File: src/rtl/top_share_pkg.sv
// ============================================================================
// Module : top_share_pkg
// Brief  : Shared types and constants for the time-shared arithmetic core.
// Rev    : 1.0  initial release
// ============================================================================
`default_nettype none

package top_share_pkg;

    localparam int CNT_W   = 8;
    localparam int OPCNT_W = 16;
    localparam logic [OPCNT_W-1:0] OPCNT_MAX = {OPCNT_W{1'b1}};

    typedef enum logic [1:0] {
        IDLE   = 2'd0,
        SETTLE = 2'd1,
        DONE   = 2'd2
    } state_t;

endpackage

`default_nettype wire

File: src/rtl/rr_arb2.sv
// ============================================================================
// Module : rr_arb2
// Brief  : Two-way round-robin arbiter; on a tie the side not granted last wins.
// Rev    : 1.0  initial release
// ============================================================================
`default_nettype none

module rr_arb2 (
    input  logic [1:0] valid,
    input  logic       last_grant,
    output logic [1:0] grant
);

    always_comb begin
        grant = valid;
        if (valid == 2'b11) begin
            grant = last_grant ? 2'b01 : 2'b10;
        end
    end

endmodule

`default_nettype wire

File: src/rtl/top.sv
// ============================================================================
// Module : top
// Brief  : Combinational arithmetic core (product of IN1 and IN2) shared by
//          the scheduler.
// Rev    : 1.0  initial release
// ============================================================================
`default_nettype none

module top #(
    parameter int WIDTH1   = 8,
    parameter int WIDTH2   = 8,
    parameter int OUTWIDTH = 16
) (
    input  logic [WIDTH1-1:0]   IN1,
    input  logic [WIDTH2-1:0]   IN2,
    output logic [OUTWIDTH-1:0] P
);

    logic [WIDTH1+WIDTH2-1:0] w_prod;

    assign w_prod = {{WIDTH2{1'b0}}, IN1} * {{WIDTH1{1'b0}}, IN2};
    assign P      = OUTWIDTH'(w_prod);

endmodule

`default_nettype wire

File: src/rtl/top_share_sched.sv
// ============================================================================
// Module : top_share_sched
// Brief  : Round-robin time-sharing of one combinational core between two
//          requesters, with fixed settle time and id-tagged results.
// Rev    : 1.0  initial release
// ============================================================================
`default_nettype none

module top_share_sched
    import top_share_pkg::*;
#(
    parameter int WIDTH1        = 8,
    parameter int WIDTH2        = 8,
    parameter int OUTWIDTH      = 16,
    parameter int SETTLE_CYCLES = 2
) (
    input  logic                clk,
    input  logic                rst,
    input  logic                req0_valid,
    output logic                req0_ready,
    input  logic [WIDTH1-1:0]   req0_a,
    input  logic [WIDTH2-1:0]   req0_b,
    input  logic                req1_valid,
    output logic                req1_ready,
    input  logic [WIDTH1-1:0]   req1_a,
    input  logic [WIDTH2-1:0]   req1_b,
    output logic                res_valid,
    input  logic                res_ready,
    output logic [OUTWIDTH-1:0] res_p,
    output logic                res_id,
    output logic                busy,
    output logic [15:0]         op_count
);

    localparam logic [CNT_W-1:0] c_CNT_LOAD = CNT_W'(SETTLE_CYCLES - 1);

    state_t                r_state;
    state_t                w_state_nxt;
    logic [CNT_W-1:0]      r_cnt;
    logic                  r_last_grant;
    logic [WIDTH1-1:0]     r_in1;
    logic [WIDTH2-1:0]     r_in2;
    logic [OUTWIDTH-1:0]   r_res_p;
    logic                  r_res_valid;
    logic                  r_res_id;
    logic [OPCNT_W-1:0]    r_op_count;
    logic [1:0]            w_grant;
    logic                  w_idle;
    logic                  w_accept;
    logic [OUTWIDTH-1:0]   w_p;

    rr_arb2 u_arb (
        .valid      ({req1_valid, req0_valid}),
        .last_grant (r_last_grant),
        .grant      (w_grant)
    );

    top #(
        .WIDTH1   (WIDTH1),
        .WIDTH2   (WIDTH2),
        .OUTWIDTH (OUTWIDTH)
    ) u_core (
        .IN1 (r_in1),
        .IN2 (r_in2),
        .P   (w_p)
    );

    assign w_idle     = (r_state == IDLE);
    assign req0_ready = w_idle & w_grant[0];
    assign req1_ready = w_idle & w_grant[1];
    assign w_accept   = w_idle & (|w_grant);

    always_comb begin
        w_state_nxt = r_state;
        case (r_state)
            IDLE:    if (w_accept)       w_state_nxt = SETTLE;
            SETTLE:  if (r_cnt == '0)    w_state_nxt = DONE;
            DONE:    if (res_ready)      w_state_nxt = IDLE;
            default:                     w_state_nxt = IDLE;
        endcase
    end

    always_ff @(posedge clk) begin
        if (rst) begin
            r_state      <= IDLE;
            r_cnt        <= '0;
            r_last_grant <= 1'b1;
            r_in1        <= '0;
            r_in2        <= '0;
            r_res_p      <= '0;
            r_res_valid  <= 1'b0;
            r_res_id     <= 1'b0;
            r_op_count   <= '0;
        end else begin
            r_state <= w_state_nxt;
            case (r_state)
                IDLE: begin
                    // Operands are only written on accept so the core inputs stay quiet while idle.
                    if (w_accept) begin
                        r_in1        <= w_grant[1] ? req1_a : req0_a;
                        r_in2        <= w_grant[1] ? req1_b : req0_b;
                        r_res_id     <= w_grant[1];
                        r_last_grant <= w_grant[1];
                        r_cnt        <= c_CNT_LOAD;
                    end
                end
                SETTLE: begin
                    if (r_cnt == '0) begin
                        r_res_p     <= w_p;
                        r_res_valid <= 1'b1;
                    end else begin
                        r_cnt <= r_cnt - 1'b1;
                    end
                end
                DONE: begin
                    if (res_ready) begin
                        r_res_valid <= 1'b0;
                        if (r_op_count != OPCNT_MAX) begin
                            r_op_count <= r_op_count + 1'b1;
                        end
                    end
                end
                default: ;
            endcase
        end
    end

    assign res_valid = r_res_valid;
    assign res_p     = r_res_p;
    assign res_id    = r_res_id;
    assign busy      = ~w_idle;
    assign op_count  = r_op_count;

endmodule

`default_nettype wire

File: config.mk
export PLATFORM = sky130hd
export DESIGN_NAME = top_share_sched
export DESIGN_NICKNAME = d
export VERILOG_FILES = /design/src/rtl/top_share_pkg.sv /design/src/rtl/rr_arb2.sv /design/src/rtl/top.sv /design/src/rtl/top_share_sched.sv
export SDC_FILE = /design/constraint.sdc
export NUM_CORES = 1
export LEC_CHECK = 0
export ABC_CLOCK_PERIOD_IN_PS = 5600
export CAP_MARGIN = 0
export CORE_MARGIN = 2
export CORE_UTILIZATION = 40
export DETAILED_ROUTE_END_ITERATION = 6
export PLACE_DENSITY_LB_ADDON = 0.25
export SETUP_SLACK_MARGIN = 0.05
export SYNTH_ARGS = -nofsm -noshare
export SYNTH_HDL_FRONTEND = slang
export SYNTH_SLANG_ARGS = --single-unit
File: constraint.sdc
create_clock -name clk -period 5.6 [get_ports clk]
set_input_delay 0.84 -clock clk [delete_from_list [all_inputs] [get_ports clk]]
set_output_delay 0.84 -clock clk [all_outputs]
set_load 0.02 [all_outputs]
==> impl_metrics.tcl, run 1 <==
set metrics [dict create \
    vdd_ir_drop_max_uv 532 \
    grt_pass1_wl_um 19000 \
    grt_use_met2_pct 30.7 \
    synth-seq-cells 61 \
    postCtsHoldBufs 0 \
    timing.rr.start "r_in1[0]$_SDFFE_PP0P_" \
    use_met1_pct 22.7 \
    routed_wirelength_um 10600 \
    coreArea_um2 11500 \
    synth.avg_cell_area_um2 8.61 \
    fp.dieW_um 113 \
    hold_path_end "res_p[1]$_SDFFE_PP0P_" \
    detail_route.wl_per_cell_um 13.9 \
    num_io_pins 74 \
    yosysSeqAreaShare_pct 25.6 \
    cts.reportedPaths.clkPinSlew_ns 0.06 \
    cts-root-buf "clkbuf_16" \
    ant_nets 0 \
    port_buffers 73 \
    setup_tns_ns 0 \
    clock.fmax_mhz 233 \
    fin_crit_sh_pct 76.6 \
    grt-ovfl-total 0 \
    hold_path.class "reg2reg" \
    cts_resized 0 \
    synthArstFlopShare_pct 0 \
    cts_sinks 61 \
    synth.net_count 666 \
    track_usage_pct 18.3 \
    period_minus_slack_ns 4.29 \
    fillCellCount 1093 \
    dieArea_um2 12800 \
    gr-max-usage-layer "met2" \
    post-route-util_pct 50.9 \
    worstSetupEndpointType "register" \
    gp_congestion 0.835 \
    p_per_area_nw_per_um2 448 \
    ys_warn_count 0 \
    cap_violations 0 \
    finalSetupViolCount 0 \
    initial_core_util_pct 41.4 \
    reg2reg_to "res_p[9]$_SDFFE_PP0P_" \
    p_leak_nw 2.53 \
    nets 730 \
    r2r_slack_ns 1.31 \
    r2r_cells 14 \
    grtUsageMet3_pct 3.96 \
    synth_cell_type_count 45 \
    violations "design-rule violations" \
    status "finished with violations" \
    drt_iter0_markers 221 \
    critical_path_class "reg2reg" \
    cp_max_fo 9 \
    cp-start-kind "register" \
    whs_path_depth 2 \
    hpwl_um 8130 \
    dr.pass1.iters 6 \
    synth_ff_type "dfxtp_1" \
    antenna_found_initial 0 \
    fin_skew_ns 0.00830 \
    drc 1 \
    synth_edf_count 0 \
    drive_gt1_share_pct 3.05 \
    h-tree-depth 3 \
    avgViaCountPerCell 5.27 \
    worstMarginPinSlew_ns 0.792 \
    diodes 0 \
    hold_violations 0 \
    postCtsSetupBuffers 0 \
    hold_start "res_p[1]$_SDFFE_PP0P_" \
    grt_max_degree 58 \
    fp-row-count 39 \
    syn-cell-area_um2 4770 \
    area_delta_synth_final_pct 22.9 \
    fp.dieH_um 113 \
    cts_buffers 9 \
    cts_buffer_depth 2 \
    slew_viol_final 0 \
    cts_tree "yes" \
    cp.arrival_ns 4.56 \
    slew_headroom_pct 47.2 \
    required_ns 5.87 \
    netlist_instances 554 \
    rsz0062_at_grt "no" \
    num_vias 4035 \
    clkLatencyLatePin_ns 0.33 \
    grt_pass1_vias 4127 \
]
==> metrics by stage <==
step | hold WS [ns] | area [µm²] | cells | worst slack, ns | power, mW
floorplan | 0.451 | 4770 | 554 | 1.46 | 1.77
global placement | 0.443 | 5600 | 750 | 1.40 | 2.11
detailed placement | 0.447 | 5600 | 750 | 1.35 | 2.14
CTS | 0.455 | 5860 | 765 | 1.32 | 2.66
global route | 0.484 | 5860 | 765 | 1.04 | 2.91
finish | 0.454 | 5860 | 765 | 1.31 | 2.63
==> worst max-delay path: stages, from the launching register on <==
cell     delay (ns)
dfxtp_1        0.48
nand2_1        0.12
fa_1           0.53
fa_1           0.55
inv_1          0.06
fa_1           0.52
inv_1          0.05
fa_1           0.52
inv_1          0.05
ha_1           0.34
o21a_1         0.12
o31a_1         0.14
o21a_1         0.19
or4_1          0.46
nand3_1        0.09
==> cells in the final DEF (no fill, tap or decap), drive strengths merged, types with 16 or more instances in the layout <==
master	n
and2	47
o21ai	16
mux2i	16
ha	39
nor2	51
a21oi	27
fa	36
clkdlybuf4s50	72
dfxtp	61
a211oi	20
inv	57
nand2	45
==> power by group <==
part	switching (mW)	leakage [nW]	internal, mW
registers	0.166	0.498	0.556
logic	0.808	1.90	0.600
clock network	0.190	0.129	0.307
total	1.16	2.53	1.46
==> sequential cells by signal, summed over array words and instances (netlist names) <==
register / count
r_last_grant: 1
r_cnt: 8
res_p: 16
r_in2: 8
r_state: 2
res_valid: 1
r_in1: 8
res_id: 1
op_count: 16
==> worst max-delay path by stage <==
| stage | endpoint | slack [ns] | startpoint |
|---|---|---|---|
| after floorplan | res_p[9]$_SDFFE_PP0P_ | 1.46 | r_in2[7]$_SDFFE_PP0P_ |
| after global placement | res_p[9]$_SDFFE_PP0P_ | 1.40 | r_in2[7]$_SDFFE_PP0P_ |
| after detailed placement | res_p[9]$_SDFFE_PP0P_ | 1.35 | r_in1[0]$_SDFFE_PP0P_ |
| after CTS | res_p[9]$_SDFFE_PP0P_ | 1.32 | r_in1[0]$_SDFFE_PP0P_ |
| after global routing | res_p[11]$_SDFFE_PP0P_ | 1.04 | r_in2[7]$_SDFFE_PP0P_ |
| final | res_p[9]$_SDFFE_PP0P_ | 1.31 | r_in1[0]$_SDFFE_PP0P_ |
==> routing by layer <==
metal	up-vias	wire (µm)	share of wire [%]
met2	74	5110	48
met1	1940	4900	46
met4	0	252	2.4
met5	-	0	0
met3	18	369	3.5
li1	2003	-	-
==> area by class of cell <==
class	count	area (µm²)	share of cell area (%)
inverters	57	214	3.65
multi-input cells	413	3240	55.3
repair buffers	76	748	12.8
clock inverters	2	10.0	0.171
clock buffers	13	250	4.27
well taps	143	179	3.05
flip-flops and latches	61	1220	20.8
==> cells in the mapped netlist, drive strengths merged (2+ instances only) <==
library cell	instances	area, µm²
dfxtp	61	1220
inv	57	214
nor2	51	191
and2	47	294
nand2	45	169
ha	39	488
fa	36	721
a21oi	27	135
a211oi	20	150
mux2i	16	160
o21ai	16	80.1
clkbuf	14	52.6
nand3	14	70.1
xnor2	13	114
nor3	11	55.1
buf	9	47.5
xor2	9	78.8
nand4	7	43.8
nor4b	7	61.3
o211ai	6	45.0
and3	5	31.3
or3	5	31.3
a21o	4	30.0
and4	4	35.0
o21a	4	30.0
a31oi	3	18.8
nor2b	3	18.8
nor4	3	33.8
nand2b	2	12.5
nor3b	2	15.0
o211a	2	20.0
or4	2	15.0
==> kinds of logic after synthesis <==
| kind of cell | count (synthesis) | synth area share (%) |
|---|---|---|
| AOI/OAI and AO/OA | 88 | 11.7 |
| and+or+nand+nor | 212 | 23.4 |
| xor gates and xnor gates | 22 | 4.04 |
| buffers and inverters | 80 | 6.58 |
| muxes | 16 | 3.36 |
| DFF | 61 | 25.6 |
| adders and majority gates | 75 | 25.3 |
Power figures use the tool's default switching activity.
==> run 2, diff against run 1 <==
- ABC_CLOCK_PERIOD_IN_PS: 5600 -> 4400
- clock period: 5.6 -> 4.4 ns (I/O delays scaled with it)
==> impl_metrics.tcl, run 2 (same netlist as run 1, synthesis figures left out) <==
set metrics [dict create \
    status "finished with violations" \
    violations "design-rule violations" \
    hpwl_um 8150 \
    fin_crit_sh_pct 95.2 \
    cp.arrival_ns 4.46 \
    fin_skew_ns 0.00752 \
    slew_viol_final 0 \
    whs_path_depth 2 \
    cp_slowest_cell "fa_1" \
    port_buffers 73 \
    required_ns 4.68 \
    grt_pass1_wl_um 18700 \
    num_io_pins 74 \
    initial_core_util_pct 41.4 \
    grt-ovfl-total 0 \
    cap_violations 0 \
    post-route-util_pct 51.7 \
    worstMarginPinSlew_ns 1.07 \
    timing.hold.ws_ns 0.454 \
    cts.reportedPaths.clkPinSlew_ns 0.06 \
    rsz0062_at_grt "no" \
    clock.fmax_mhz 239 \
    diodes 0 \
    fp-row-count 39 \
    path_common_cell "fa_1" \
    fp.dieW_um 113 \
    finalSetupViolCount 0 \
    worstSetupEndpointType "register" \
    postCtsSetupBuffers 0 \
    drive_gt1_share_pct 5.59 \
    cts_buffers 9 \
    drt_iter0_markers 183 \
    multi_input_area_um2 3250 \
    grt_pass1_vias 4154 \
    cp_max_fo 9 \
    track_usage_pct 18.0 \
    postCtsHoldBufs 0 \
    place_area_um2 5630 \
    antenna_found_initial 0 \
    ff_latch_area_um2 1240 \
    cp_cell_sequence "and2_1 -> fa_1 -> fa_1 -> inv_1 -> fa_1 -> fa_1 -> inv_1 -> ha_1 -> o21a_1 -> o31a_1 -> o21a_1 -> or4_1 -> nand3_1" \
    num_vias 4087 \
    r2r_cells 13 \
    cts_resized 0 \
    nets 733 \
    hold_path.class "reg2reg" \
    ant_nets 0 \
    final_common_cell "clkdlybuf4s50_1" \
    critical_path.top_delay_family "adder cells" \
    drc 1 \
    cts_tree "yes" \
    layout_common_cells "clkdlybuf4s50_1 (72), inv_1 (57), nor2_1 (51), dfxtp_1 (51), and2_1 (47)" \
    fp.dieH_um 113 \
    avgViaCountPerCell 5.31 \
    setup_tns_ns 0 \
    critical_path_class "reg2reg" \
    final_cell_area_um2 5950 \
    gp_congestion 0.824 \
    dieArea_um2 12800 \
    period_minus_slack_ns 4.19 \
    worst-path-buf-inv 2 \
    cts_buffer_depth 2 \
    hold_violations 0 \
    slew_headroom_pct 28.8 \
    clkLatencyLatePin_ns 0.34 \
    grt_max_degree 58 \
    crit_cells 13 \
    p_per_area_nw_per_um2 587 \
    cts-root-buf "clkbuf_16" \
    detail_route.wl_per_cell_um 14.0 \
    area_delta_synth_final_pct 24.8 \
    routed_wirelength_um 10800 \
    h-tree-depth 3 \
    cts_sinks 61 \
    critPathMaxStageDelay_ns 0.54 \
    cp-start-kind "register" \
    vdd_ir_drop_max_uv 426 \
    coreArea_um2 11500 \
    dr.pass1.iters 6 \
    fillCellCount 1117 \
    p_leak_nw 2.56 \
]
run 2: changes by cell type in the layout (fill, tap and decap cells not counted), moves of 3 or more:
cell	change
dfxtp_1	-10
dfxtp_2	+6
dfxtp_4	+4
buf_4	+3
run 2: worst reg2reg max path, cell delays in order (launching register included):
cell and delay, ns:
dfxtp_4 0.37, and2_1 0.18, fa_1 0.45, fa_1 0.54, inv_1 0.05, fa_1 0.46, fa_1 0.54, inv_1 0.04
ha_1 0.35, o21a_1 0.21, o31a_1 0.16, o21a_1 0.20, or4_1 0.48, nand3_1 0.10
run 2: layout make-up:
cell class	instances	share of cell area [%]
Sequential cell	61	20.9
Multi-Input combinational cell	413	54.6
Timing Repair Buffer	79	12.9
Clock inverter	4	0.798
Inverter	57	3.59
Clock buffer	12	4.14
Tap cell	143	3.00
run 2: per-layer routing:
layer  track usage [%]  vias up  part of all wire (%)
met2              31.0       67                    49
met3              4.02        9                   3.3
met1              22.3     1995                    47
li1                  -     2016                     -
met4              5.85        0                   1.3
met5                 0        -                     0
run 2: path summary, 6_finish.rpt:
check                        startpoint                     to  slack, ns
hold reg to reg   res_p[6]$_SDFFE_PP0P_  res_p[6]$_SDFFE_PP0P_       0.45
setup / recovery  r_in1[1]$_SDFFE_PP0P_  res_p[9]$_SDFFE_PP0P_       0.21
hold / removal    res_p[6]$_SDFFE_PP0P_  res_p[6]$_SDFFE_PP0P_       0.45
setup reg to reg  r_in1[1]$_SDFFE_PP0P_  res_p[9]$_SDFFE_PP0P_       0.21
run 2: power by group:
group          switching, mW  internal (mW)
sequential             0.195          0.722
combinational           1.07          0.799
clock                  0.254          0.452
total                   1.52           1.97
run 2: per-stage QoR:
step                      std cells  setup slack (ns)  power [mW]
after global placement          753             0.211        2.70
final                           769             0.213        3.50
after detailed placement        753             0.138        2.75
after global routing            769            0.0493        3.84
after floorplan                 554             0.262        2.25
after CTS                       769             0.129        3.48
==> run 3, diff against run 2 <==
- REMOVE_ABC_BUFFERS: not set -> 1
==> impl_metrics.tcl, run 3 (same netlist as run 1, synthesis figures left out) <==
set metrics [dict create \
    reg2reg_to "res_p[9]$_SDFFE_PP0P_" \
    ff_latch_area_um2 1240 \
    diodes 0 \
    slew_viol_final 0 \
    required_ns 4.68 \
    coreArea_um2 11500 \
    fp-row-count 39 \
    cp_max_fo 9 \
    hold_start "res_p[2]$_SDFFE_PP0P_" \
    gp_congestion 0.879 \
    r2r_cells 13 \
    area_delta_synth_final_pct 26.3 \
    dieArea_um2 12800 \
    path_common_cell "fa_1" \
    vdd_ir_drop_max_uv 445 \
    hpwl_um 8050 \
    initial_core_util_pct 41.4 \
    fin_crit_sh_pct 94.4 \
    cts_sinks 61 \
    cp.arrival_ns 4.43 \
    timing.hold.ws_ns 0.450 \
    num_io_pins 74 \
    port_buffers 73 \
    finalPower_mw 3.60 \
    violations "design-rule violations" \
    dr.pass1.iters 6 \
    final_common_cell "clkdlybuf4s50_1" \
    cts_buffer_depth 2 \
    setup_tns_ns 0 \
    drc 3 \
    grt-ovfl-total 0 \
    timing.rr.start "r_in1[1]$_SDFFE_PP0P_" \
    fillCellCount 1120 \
    finalWorstSetupSlack_ns 0.248 \
    post-route-util_pct 52.3 \
    rsz0062_at_grt "yes" \
    multi_input_area_um2 3260 \
    drt_iter0_markers 184 \
    num_vias 4111 \
    cp_slowest_cell "fa_1" \
    gr-max-usage-layer "met2" \
    use_met1_pct 22.5 \
    cts_buffers 9 \
    final_cell_area_um2 6030 \
    ant_nets 0 \
    routed_wirelength_um 11000 \
    grtUsageMet3_pct 4.45 \
    grt_pass1_wl_um 19400 \
    period_minus_slack_ns 4.15 \
    clock.fmax_mhz 241 \
    worstMarginPinSlew_ns 0.760 \
    grt_pass1_vias 4249 \
    hold_path_end "res_p[2]$_SDFFE_PP0P_" \
    dp_slack_ns 0.127 \
    hold_path.class "reg2reg" \
    cp_cell_sequence "and2_1 -> fa_1 -> fa_1 -> inv_1 -> fa_1 -> fa_1 -> inv_1 -> ha_1 -> o21a_1 -> o31a_1 -> o21a_1 -> or4_1 -> nand3_1" \
    whs_path_depth 2 \
    fp.dieH_um 113 \
    place_area_um2 5650 \
    critPathMaxStageDelay_ns 0.54 \
    slew_headroom_pct 49.4 \
    clkLatencyLatePin_ns 0.33 \
    cts.reportedPaths.clkPinSlew_ns 0.06 \
    final_cell_count_no_fill 772 \
    r2r_slack_ns 0.25 \
    finalSetupViolCount 0 \
    nets 736 \
    fp.dieW_um 113 \
    cts_tree "yes" \
    cap_violations 0 \
    h-tree-depth 3 \
    grt_use_met2_pct 33.0 \
    critical_path_class "reg2reg" \
    grt_max_degree 57 \
    p_per_area_nw_per_um2 597 \
    hold_violations 0 \
    avgViaCountPerCell 5.33 \
    track_usage_pct 18.7 \
    cts-root-buf "clkbuf_16" \
    fin_skew_ns 0.00928 \
    dp_cells 756 \
    status "finished with violations" \
    drive_gt1_share_pct 6.84 \
    layout_common_cells "clkdlybuf4s50_1 (72), inv_1 (57), nor2_1 (51), dfxtp_1 (50), and2_1 (47)" \
    worstSetupEndpointType "register" \
    antenna_found_initial 0 \
    cp-start-kind "register" \
    detail_route.wl_per_cell_um 14.2 \
    p_leak_nw 2.60 \
]
## run 3: cell count changes in the layout (fill, tap and decap cells not counted), moves of 2 or more
cell,delta
dfxtp_2,+3
dfxtp_4,-2
clkinv_4,+2
clkbuf_1,-2
buf_4,+3
## run 3: critical path, delay by kind of cell, from the launching register on
family	cells	cell delay (ns)
compound gates	3	0.55
fa+ha+maj	5	2.34
buf+inv	2	0.09
flops	1	0.36
simple gates	3	0.74
## run 3: worst max-delay path by stage
| stage | cells after the start | end | start |
|---|---|---|---|
| floorplan | 14 | res_p[9]$_SDFFE_PP0P_ | r_in2[7]$_SDFFE_PP0P_ |
| global placement | 14 | res_p[9]$_SDFFE_PP0P_ | r_in1[1]$_SDFFE_PP0P_ |
| detailed placement | 14 | res_p[9]$_SDFFE_PP0P_ | r_in1[1]$_SDFFE_PP0P_ |
| CTS | 14 | res_p[9]$_SDFFE_PP0P_ | r_in1[2]$_SDFFE_PP0P_ |
| global route | 13 | res_p[9]$_SDFFE_PP0P_ | r_in1[1]$_SDFFE_PP0P_ |
| finish | 13 | res_p[9]$_SDFFE_PP0P_ | r_in1[1]$_SDFFE_PP0P_ |
## run 3: power breakdown
group	total [mW]	switching (mW)	internal, mW
sequential	0.905	0.185	0.720
clock	0.791	0.264	0.527
combinational	1.90	1.09	0.815
total	3.60	1.54	2.06
## run 3: final cells by class
class,instances,share of cell area (%)
multi-input cells,413,54.2
flip-flops and latches,61,20.6
repair buffers,82,13.2
clock buffers,11,4.19
inverters,57,3.55
well taps,143,2.97
clock inverters,5,1.37
## run 3: timing repair
| action | CTS | global route |
|---|---|---|
| setup endpoints to repair | 0 | 7 |
| hold buffers | 0 | 0 |
| buffers inserted | 0 | 0 |
| hold endpoints to repair | 0 | 0 |
| resized for setup | 0 | 17 |
## run 3: routing by layer
layer,vias to the layer above,wire (µm)
li1,2011,-
met1,1991,4840
met2,94,5440
met3,15,539
met4,0,161
met5,-,0
==> edit (flow settings as in run 1) <==
`OUTWIDTH` is set to 16 in 2 places; all go to 20.
--- a/src/rtl/top.sv
+++ b/src/rtl/top.sv
@@ -9,7 +9,7 @@
 module top #(
     parameter int WIDTH1   = 8,
     parameter int WIDTH2   = 8,
-    parameter int OUTWIDTH = 16
+    parameter int OUTWIDTH = 20
 ) (
     input  logic [WIDTH1-1:0]   IN1,
     input  logic [WIDTH2-1:0]   IN2,
--- a/src/rtl/top_share_sched.sv
+++ b/src/rtl/top_share_sched.sv
@@ -11,7 +11,7 @@
 #(
     parameter int WIDTH1        = 8,
     parameter int WIDTH2        = 8,
-    parameter int OUTWIDTH      = 16,
+    parameter int OUTWIDTH      = 20,
     parameter int SETTLE_CYCLES = 2
 ) (
     input  logic                clk,
Ports: changed (resized res_p); port bits go from 74 to 78. No check against the original RTL was run, so the function may have changed too.
==> edit against run 1 <==
  * Area after synthesis rose by 0.89%
  * Sequential cell count did not move
  * Final cell count rose by 1.0%
  * Count of clock-buffer cells in the layout did not move
  * Total power rose by 1.9%
  * Routed wire length fell by 1.3%
  * Final area rose by 1.6%
  * Worst setup slack got worse by 0.28 ns
==> edit: results <==
[outcome]
run_status = completed

[power_and_ir_drop]
total_power_uw = 2680
peakVddDrop_v = 0.000282
p_sw_frac = 0.430
clkPwrFrac = 0.222
p_leak_uw = 0.00263
p_comb_uw = 1370

[layout]
fillers = 1146
drive_gt1_frac = 0.0415
final_cells = 773

[sta]
slew_headroom = 0.598
clock_skew_ns = 0.00716

[grt]
grt_pass1_vias = 4060
grtUsageMet2 = 0.313
grt_usage = 0.178
grt_pass1_wl_um = 18600
grt_max_degree = 56

[synth]
avgSynthCellArea_um2 = 8.67
synth_compound_area_frac = 0.133
synth_cell_types = 53
synth_xor_area_frac = 0.0400
synthTopCellsByCount = 61 x dfxtp_1, 57 x inv_1, 50 x nor2_1
synthTopCellsByArea = dfxtp_1 25%, fa_1 15%, ha_1 10%
synthMuxAreaShare = 0.0374
synthAdderAreaFrac = 0.251

[detailed_routing]
wl_met3_um = 425
wl_per_cell_um = 13.6
post_drt_via_cell_ratio = 5.29
drt_first_iter_violations = 167
firstDrtPassIters = 4
wl_met1_um = 4590

[hold_path]
hp-start = res_p[8]

[placed_design]
place_inst = 757
hpwlAfterDp_um = 8090
gp_congestion = 0.852
pre_cts_ws_ns = 1.04

[worst_setup_path]
r2r-start = r_in2[7]
edit: changes by cell type in the layout (fill, tap and decap cells not counted), moves of 3 or more:
cell	run 1	this run
xnor2_1	13	3
xor2_1	9	19
nor4b_1	7	0
o21ai_0	16	10
nand3_1	14	19
conb_1	0	4
and4_1	4	1
o2111ai_1	1	4
or3_1	5	2
edit: path summary, 6_finish.rpt:
path / to / slack, ns / cells after the start
worst min register to register: res_p[8] / 0.45 / 2
worst max register to register: res_p[13] / 1.03 / 14
worst min-delay path: res_p[8] / 0.45 / 2
worst max-delay path: res_p[13] / 1.03 / 14
edit: final cells by class:
class	instances	area, um^2	share of cell area
well taps	147	184	0.0309
clock inverters	3	68.8	0.0115
flip-flops and latches	61	1220	0.205
clock buffers	13	250	0.0420
multi-input cells	414	3260	0.547
repair buffers	77	756	0.127
inverters	58	218	0.0365
